<file path="src/rtl/vedacao_multicanal.sv">
// Multi-head sealing controller: per-head Moore FSMs sharing one cork stock.
// Optional LIBERA watchdog enabled by defining VEDACAO_WATCHDOG_EN.
module vedacao_multicanal #(
    parameter int CHANNELS    = 4,
    parameter int STOCK_W     = 8,
    parameter int ESTOQUE_INI = 0,
    parameter int SEAL_CYCLES = 3,
    parameter int LOW_STOCK   = 10,
    parameter int LIBERA_MAX  = 16
) (
    input  logic                clk,
    input  logic                reset,
    input  logic [CHANNELS-1:0] garrafa,
    input  logic [CHANNELS-1:0] pos,
    input  logic [CHANNELS-1:0] ack_alarme,
    input  logic                recarga,
    input  logic [STOCK_W-1:0]  recarga_qtd,
    output logic [CHANNELS-1:0] ve,
    output logic [CHANNELS-1:0] done,
    output logic [CHANNELS-1:0] alarme,
    output logic [STOCK_W-1:0]  estoque,
    output logic                estoque_baixo
);

    localparam int CNT_W = (SEAL_CYCLES > 1) ? $clog2(SEAL_CYCLES) : 1;
    localparam logic [CNT_W-1:0] CNT_LOAD = CNT_W'(SEAL_CYCLES - 1);

    if (CHANNELS < 1 || SEAL_CYCLES < 1 || LIBERA_MAX < 1) begin : g_param_invalid
        $error("vedacao_multicanal: CHANNELS, SEAL_CYCLES and LIBERA_MAX must be >= 1");
    end

    typedef enum logic [2:0] {
        IDLE   = 3'd0,
        SEAL   = 3'd1,
        DONE   = 3'd2,
        LIBERA = 3'd3,
        ALARM  = 3'd4
    } estado_t;

    estado_t            estado    [CHANNELS];
    estado_t            estado_nx [CHANNELS];
    logic [CNT_W-1:0]   cnt       [CHANNELS];
    logic [CNT_W-1:0]   cnt_nx    [CHANNELS];

    logic [CHANNELS-1:0] pedido;
    logic [CHANNELS-1:0] concede;
    logic [STOCK_W-1:0]  n_conc;
    logic [STOCK_W-1:0]  estoque_dif;
    logic [STOCK_W:0]    soma;
    logic [STOCK_W-1:0]  estoque_nx;
    logic                estoque_baixo_nx;

`ifdef VEDACAO_WATCHDOG_EN
    localparam int WD_W = $clog2(LIBERA_MAX + 1);
    localparam logic [WD_W-1:0] WD_LIMITE = WD_W'(LIBERA_MAX - 1);

    logic [WD_W-1:0] wd    [CHANNELS];
    logic [WD_W-1:0] wd_nx [CHANNELS];
`endif

    always_comb begin
        pedido = '0;
        for (int i = 0; i < CHANNELS; i++) begin
            pedido[i] = (estado[i] == IDLE) && garrafa[i] && pos[i];
        end
    end

    // Fixed priority, lowest index first, never granting more corks than are in stock
    always_comb begin
        concede = '0;
        n_conc  = '0;
        for (int i = 0; i < CHANNELS; i++) begin
            if (pedido[i] && (n_conc < estoque)) begin
                concede[i] = 1'b1;
                n_conc     = n_conc + STOCK_W'(1);
            end
        end
    end

    always_comb begin
        for (int i = 0; i < CHANNELS; i++) begin
            estado_nx[i] = estado[i];
            cnt_nx[i]    = cnt[i];
            case (estado[i])
                IDLE: begin
                    if (concede[i]) begin
                        estado_nx[i] = SEAL;
                        cnt_nx[i]    = CNT_LOAD;
                    end else if (pedido[i] && (estoque == '0)) begin
                        estado_nx[i] = ALARM;
                    end
                end
                SEAL: begin
                    if (!garrafa[i] || !pos[i]) begin
                        estado_nx[i] = ALARM;
                    end else if (cnt[i] == '0) begin
                        estado_nx[i] = DONE;
                    end else begin
                        cnt_nx[i] = cnt[i] - CNT_W'(1);
                    end
                end
                DONE: estado_nx[i] = LIBERA;
                LIBERA: begin
                    if (!garrafa[i]) begin
                        estado_nx[i] = IDLE;
                    end
`ifdef VEDACAO_WATCHDOG_EN
                    else if (wd[i] == WD_LIMITE) begin
                        estado_nx[i] = ALARM;
                    end
`endif
                end
                ALARM: begin
                    if (ack_alarme[i] && !garrafa[i]) begin
                        estado_nx[i] = IDLE;
                    end
                end
                default: estado_nx[i] = IDLE;
            endcase
        end
    end

`ifdef VEDACAO_WATCHDOG_EN
    // Counter sits at zero outside LIBERA, so it is already clear on entry
    always_comb begin
        for (int i = 0; i < CHANNELS; i++) begin
            wd_nx[i] = '0;
            if (estado[i] == LIBERA) begin
                wd_nx[i] = wd[i] + WD_W'(1);
            end
        end
    end

    always_ff @(posedge clk) begin
        for (int i = 0; i < CHANNELS; i++) begin
            wd[i] <= wd_nx[i];
        end
    end
`endif

    always_comb begin
        estoque_dif      = estoque - n_conc;
        soma             = {1'b0, estoque_dif} + ({1'b0, recarga_qtd} & {(STOCK_W+1){recarga}});
        estoque_nx       = soma[STOCK_W] ? '1 : soma[STOCK_W-1:0];
        estoque_baixo_nx = (32'(estoque_nx) < LOW_STOCK);
    end

    always_ff @(posedge clk) begin
        if (!reset) begin
            for (int i = 0; i < CHANNELS; i++) begin
                estado[i] <= IDLE;
            end
            estoque       <= STOCK_W'(ESTOQUE_INI);
            estoque_baixo <= (ESTOQUE_INI < LOW_STOCK);
        end else begin
            for (int i = 0; i < CHANNELS; i++) begin
                estado[i] <= estado_nx[i];
            end
            estoque       <= estoque_nx;
            estoque_baixo <= estoque_baixo_nx;
        end
    end

    // Seal counters are only meaningful in SEAL and are always loaded on entry
    always_ff @(posedge clk) begin
        for (int i = 0; i < CHANNELS; i++) begin
            cnt[i] <= cnt_nx[i];
        end
    end

    always_comb begin
        ve     = '0;
        done   = '0;
        alarme = '0;
        for (int i = 0; i < CHANNELS; i++) begin
            ve[i]     = (estado[i] == SEAL);
            done[i]   = (estado[i] == DONE);
            alarme[i] = (estado[i] == ALARM);
        end
    end

endmodule

</file>
<file path="config.mk">
export PLATFORM = sky130hd
export DESIGN_NAME = vedacao_multicanal
export DESIGN_NICKNAME = d
export VERILOG_FILES = /design/src/rtl/vedacao_multicanal.sv
export SDC_FILE = /design/constraint.sdc
export NUM_CORES = 1
export LEC_CHECK = 0
export CORE_MARGIN = 5
export CORE_UTILIZATION = 45
export CTS_BUF_LIST = sky130_fd_sc_hd__clkbuf_16
export DETAILED_ROUTE_END_ITERATION = 12
export PLACE_DENSITY = 0.67
export SETUP_SLACK_MARGIN = 0.05
export SYNTH_ARGS = -nofsm -noshare
export SYNTH_HDL_FRONTEND = slang
export SYNTH_SLANG_ARGS = --single-unit
</file>
<file path="constraint.sdc">
create_clock -name clk -period 13.23 [get_ports clk]
set_input_delay 1.9845 -clock clk [delete_from_list [all_inputs] [get_ports clk]]
set_output_delay 1.9845 -clock clk [all_outputs]
set_load 0.02 [all_outputs]
</file>
==> results.cfg <==
[place]
gp_congestion = 0.9438
portBuffers = 43
dp_slack_ns = 4.684
place_area_um2 = 2884
post-dp-hpwl_mm = 4.338

[min_path]
hold_end = cnt[2][0]$_SDFFCE_PN0P_
hold_class = register to register
min_path_cells = 1
hold_start = cnt[2][0]$_SDFFCE_PN0P_

[synthesis]
syn_area_per_cell_um2 = 8.051
synth_cells = 299
synth_fp_nets = 345
synth_seq_cells = 29
yosys_warnings = 0
syn_area_um2 = 2407
synth_cell_types = 60
synth_top_area_share_pct = 17.46
synth_area_leaders = dfxtp_1 (17%), ha_1 (11%), edfxtp_1 (10%)
synth_edf_count = 8
ys.flop_type = dfxtp_1
synth_common_cells = inv_1 (35), nand2_1 (25), dfxtp_1 (21), ha_1 (21), nor2_1 (18)
ys_seq_area_share_pct = 27.44
synth_most_common_cell = inv_1
ys_async_sr_fraction_pct = 0
yosys.area.top_type = dfxtp_1

[floorplanning]
die_area_um2 = 6912
fp-row-count = 26
ios = 44
fp.dieH_um = 83.14
core_um2 = 5140
die_w_um = 83.14
start_util_pct = 46.84

[setup_path]
reg2reg_depth = 28
crit_path_start_kind = input port
regToRegSetupSlack_ns = 6.26
cp-end-kind = register
slowest_stage = clkdlybuf4s50_1
worstPathMaxFanout = 8
cp_top_family = compound AO/OA/AOI/OAI gates
r2r_start = estoque[6]$_SDFF_PN0_
max_stage_delay_ns = 0.62
worst_ep_required_time_ns = 13.42
path_class = input port to register
cp_num_buf_inv = 2
arrival_ns = 8.56
worst_r2r_endpoint = estoque_baixo$_SDFF_PN1_
cp_common_cell = ha_1

[timing]
finalSetupViolCount = 0
tns_ns = 0
finalCriticalPeriod_ns = 8.368
skew_ns = 0.005970
fmaxAchievable_mhz = 119.5
slew_violations = 0
rsz0062_at_grt = false
tightest_slew_ns = 0.5971
finalCritPeriodShare_pct = 63.25
worst_slack_ns = 4.862
hold_viol = 0
slew_headroom_pct = 60.07

[routing]
wirelength_mm = 5.612
dr.pass1.iters = 5
viasPerCell = 5.513
via_count = 2266
drc_errors = 0
drtAntennaViolNets = 0
drt_iter0_markers = 139
wire_per_inst_um = 13.65

[clock_tree]
cts_sinks = 29
cts_tree = yes
clock_path_buffers = 2
clk_latency_ns = 0.27
ctsHoldBuffers = 0
path_clk_slew_ns = 0.05
numCtsBuffers = 5
post_cts_resized = 0
h-tree-depth = 2
cts-root-buf = clkbuf_16
postCtsSetupRepairBufs = 0

[cells_and_area]
final_area_um2 = 3020
drive_above_1_share_pct = 4.985
nets = 386
syn_to_final_growth_pct = 25.47
insertedDiodeCount = 0

[global_route]
grt-ovfl-total = 0
use_met1_pct = 20.42
grtUsageTotal_pct = 16.30
grt_pass1_vias = 2117
gr-usage-met2_pct = 26.97
grtUsageMet3_pct = 3.762
antenna_found_initial = 0
grt_pass1_wl_mm = 9.618
top_usage_layer = met2
grt_max_degree = 16

[power]
leakage_nw = 1.292
peakVddDrop_mv = 0.1587
power.density_nw_per_um2 = 222.0

[outcome]
status = completed

[job]
cap_violations = 0
-- where the power goes --
part / total [mW] / switching [mW] / internal [mW]
Combinational: 0.421 / 0.230 / 0.191
Clock: 0.105 / 0.0378 / 0.0674
Sequential: 0.145 / 0.0296 / 0.115
-- state kept, by name, indices dropped and copies added, names as in the netlist --
register / count
cnt: 8
estado: 12
estoque: 8
estoque_baixo: 1
-- layout by cell type (no fill, tap or decap), types with 6 or more instances in the layout --
master           instances
nand2_1                 25
edfxtp_1                 8
ha_1                    21
clkdlybuf4s50_1         43
and3_1                   8
inv_1                   37
xor2_1                   6
o21a_1                   7
nor3_1                  12
and2_1                  11
dfxtp_1                 21
a21oi_1                 13
o21ai_0                 14
nor2_1                  18
xnor2_1                  7
a31oi_1                  8
-- logic make-up (layout without fill, tap and decap cells) --
| kind of cell | after synthesis | count (layout) | synth area share, % |
|---|---|---|---|
| compound gates | 75 | 75 | 21.62 |
| xor+xnor | 13 | 13 | 4.730 |
| mux | 2 | 2 | 1.039 |
| fa+ha+maj | 23 | 23 | 12.58 |
| flops | 29 | 29 | 27.44 |
| buf+inv | 44 | 86 | 7.173 |
| other cells | 1 | 1 | 0.1558 |
| simple gates | 112 | 112 | 25.26 |
-- final cells by class --
type,count,area [um^2]
clock inverters,3,11.26
flip-flops and latches,29,660.6
repair buffers,43,430.4
clock buffers,5,125.1
fillers,477,2120
well taps,70,87.58
inverters,35,131.4
multi-input cells,226,1574
-- worst max-delay path by stage --
stage | start | endpoint | slack [ns] | cells past startpoint
after floorplan | garrafa[0] | estoque_baixo$_SDFF_PN1_ | 5.82 | 25
after global placement | garrafa[0] | estoque_baixo$_SDFF_PN1_ | 4.81 | 28
after detailed placement | garrafa[0] | estoque_baixo$_SDFF_PN1_ | 4.68 | 28
after CTS | garrafa[0] | estoque_baixo$_SDFF_PN1_ | 4.95 | 28
after global routing | garrafa[0] | estoque[0]$_SDFF_PN0_ | 4.38 | 28
final | garrafa[0] | estoque_baixo$_SDFF_PN1_ | 4.86 | 28
-- per-stage QoR --
| stage | hold slack [ns] | cells | utilization, % | power (mW) |
|---|---|---|---|---|
| final | 0.5549 | 411 | 58.76 | 0.6706 |
| after global routing | 0.5856 | 411 | 58.76 | 0.7276 |
| after global placement | 0.5465 | 403 | 56.11 | 0.5623 |
| after detailed placement | 0.5559 | 403 | 56.11 | 0.5601 |
| after CTS | 0.5629 | 411 | 58.76 | 0.6693 |
| after floorplan | 0.5296 | 299 | - | 0.4518 |
-- per-layer routing --
layer  routed length (um)  part of all wire, %
met1                 2544                   45
met2                 2660                   47
met3                  336                  6.0
met4                   70                  1.2
met5                    0                    0
No activity file was read; power rests on OpenSTA's default activity.
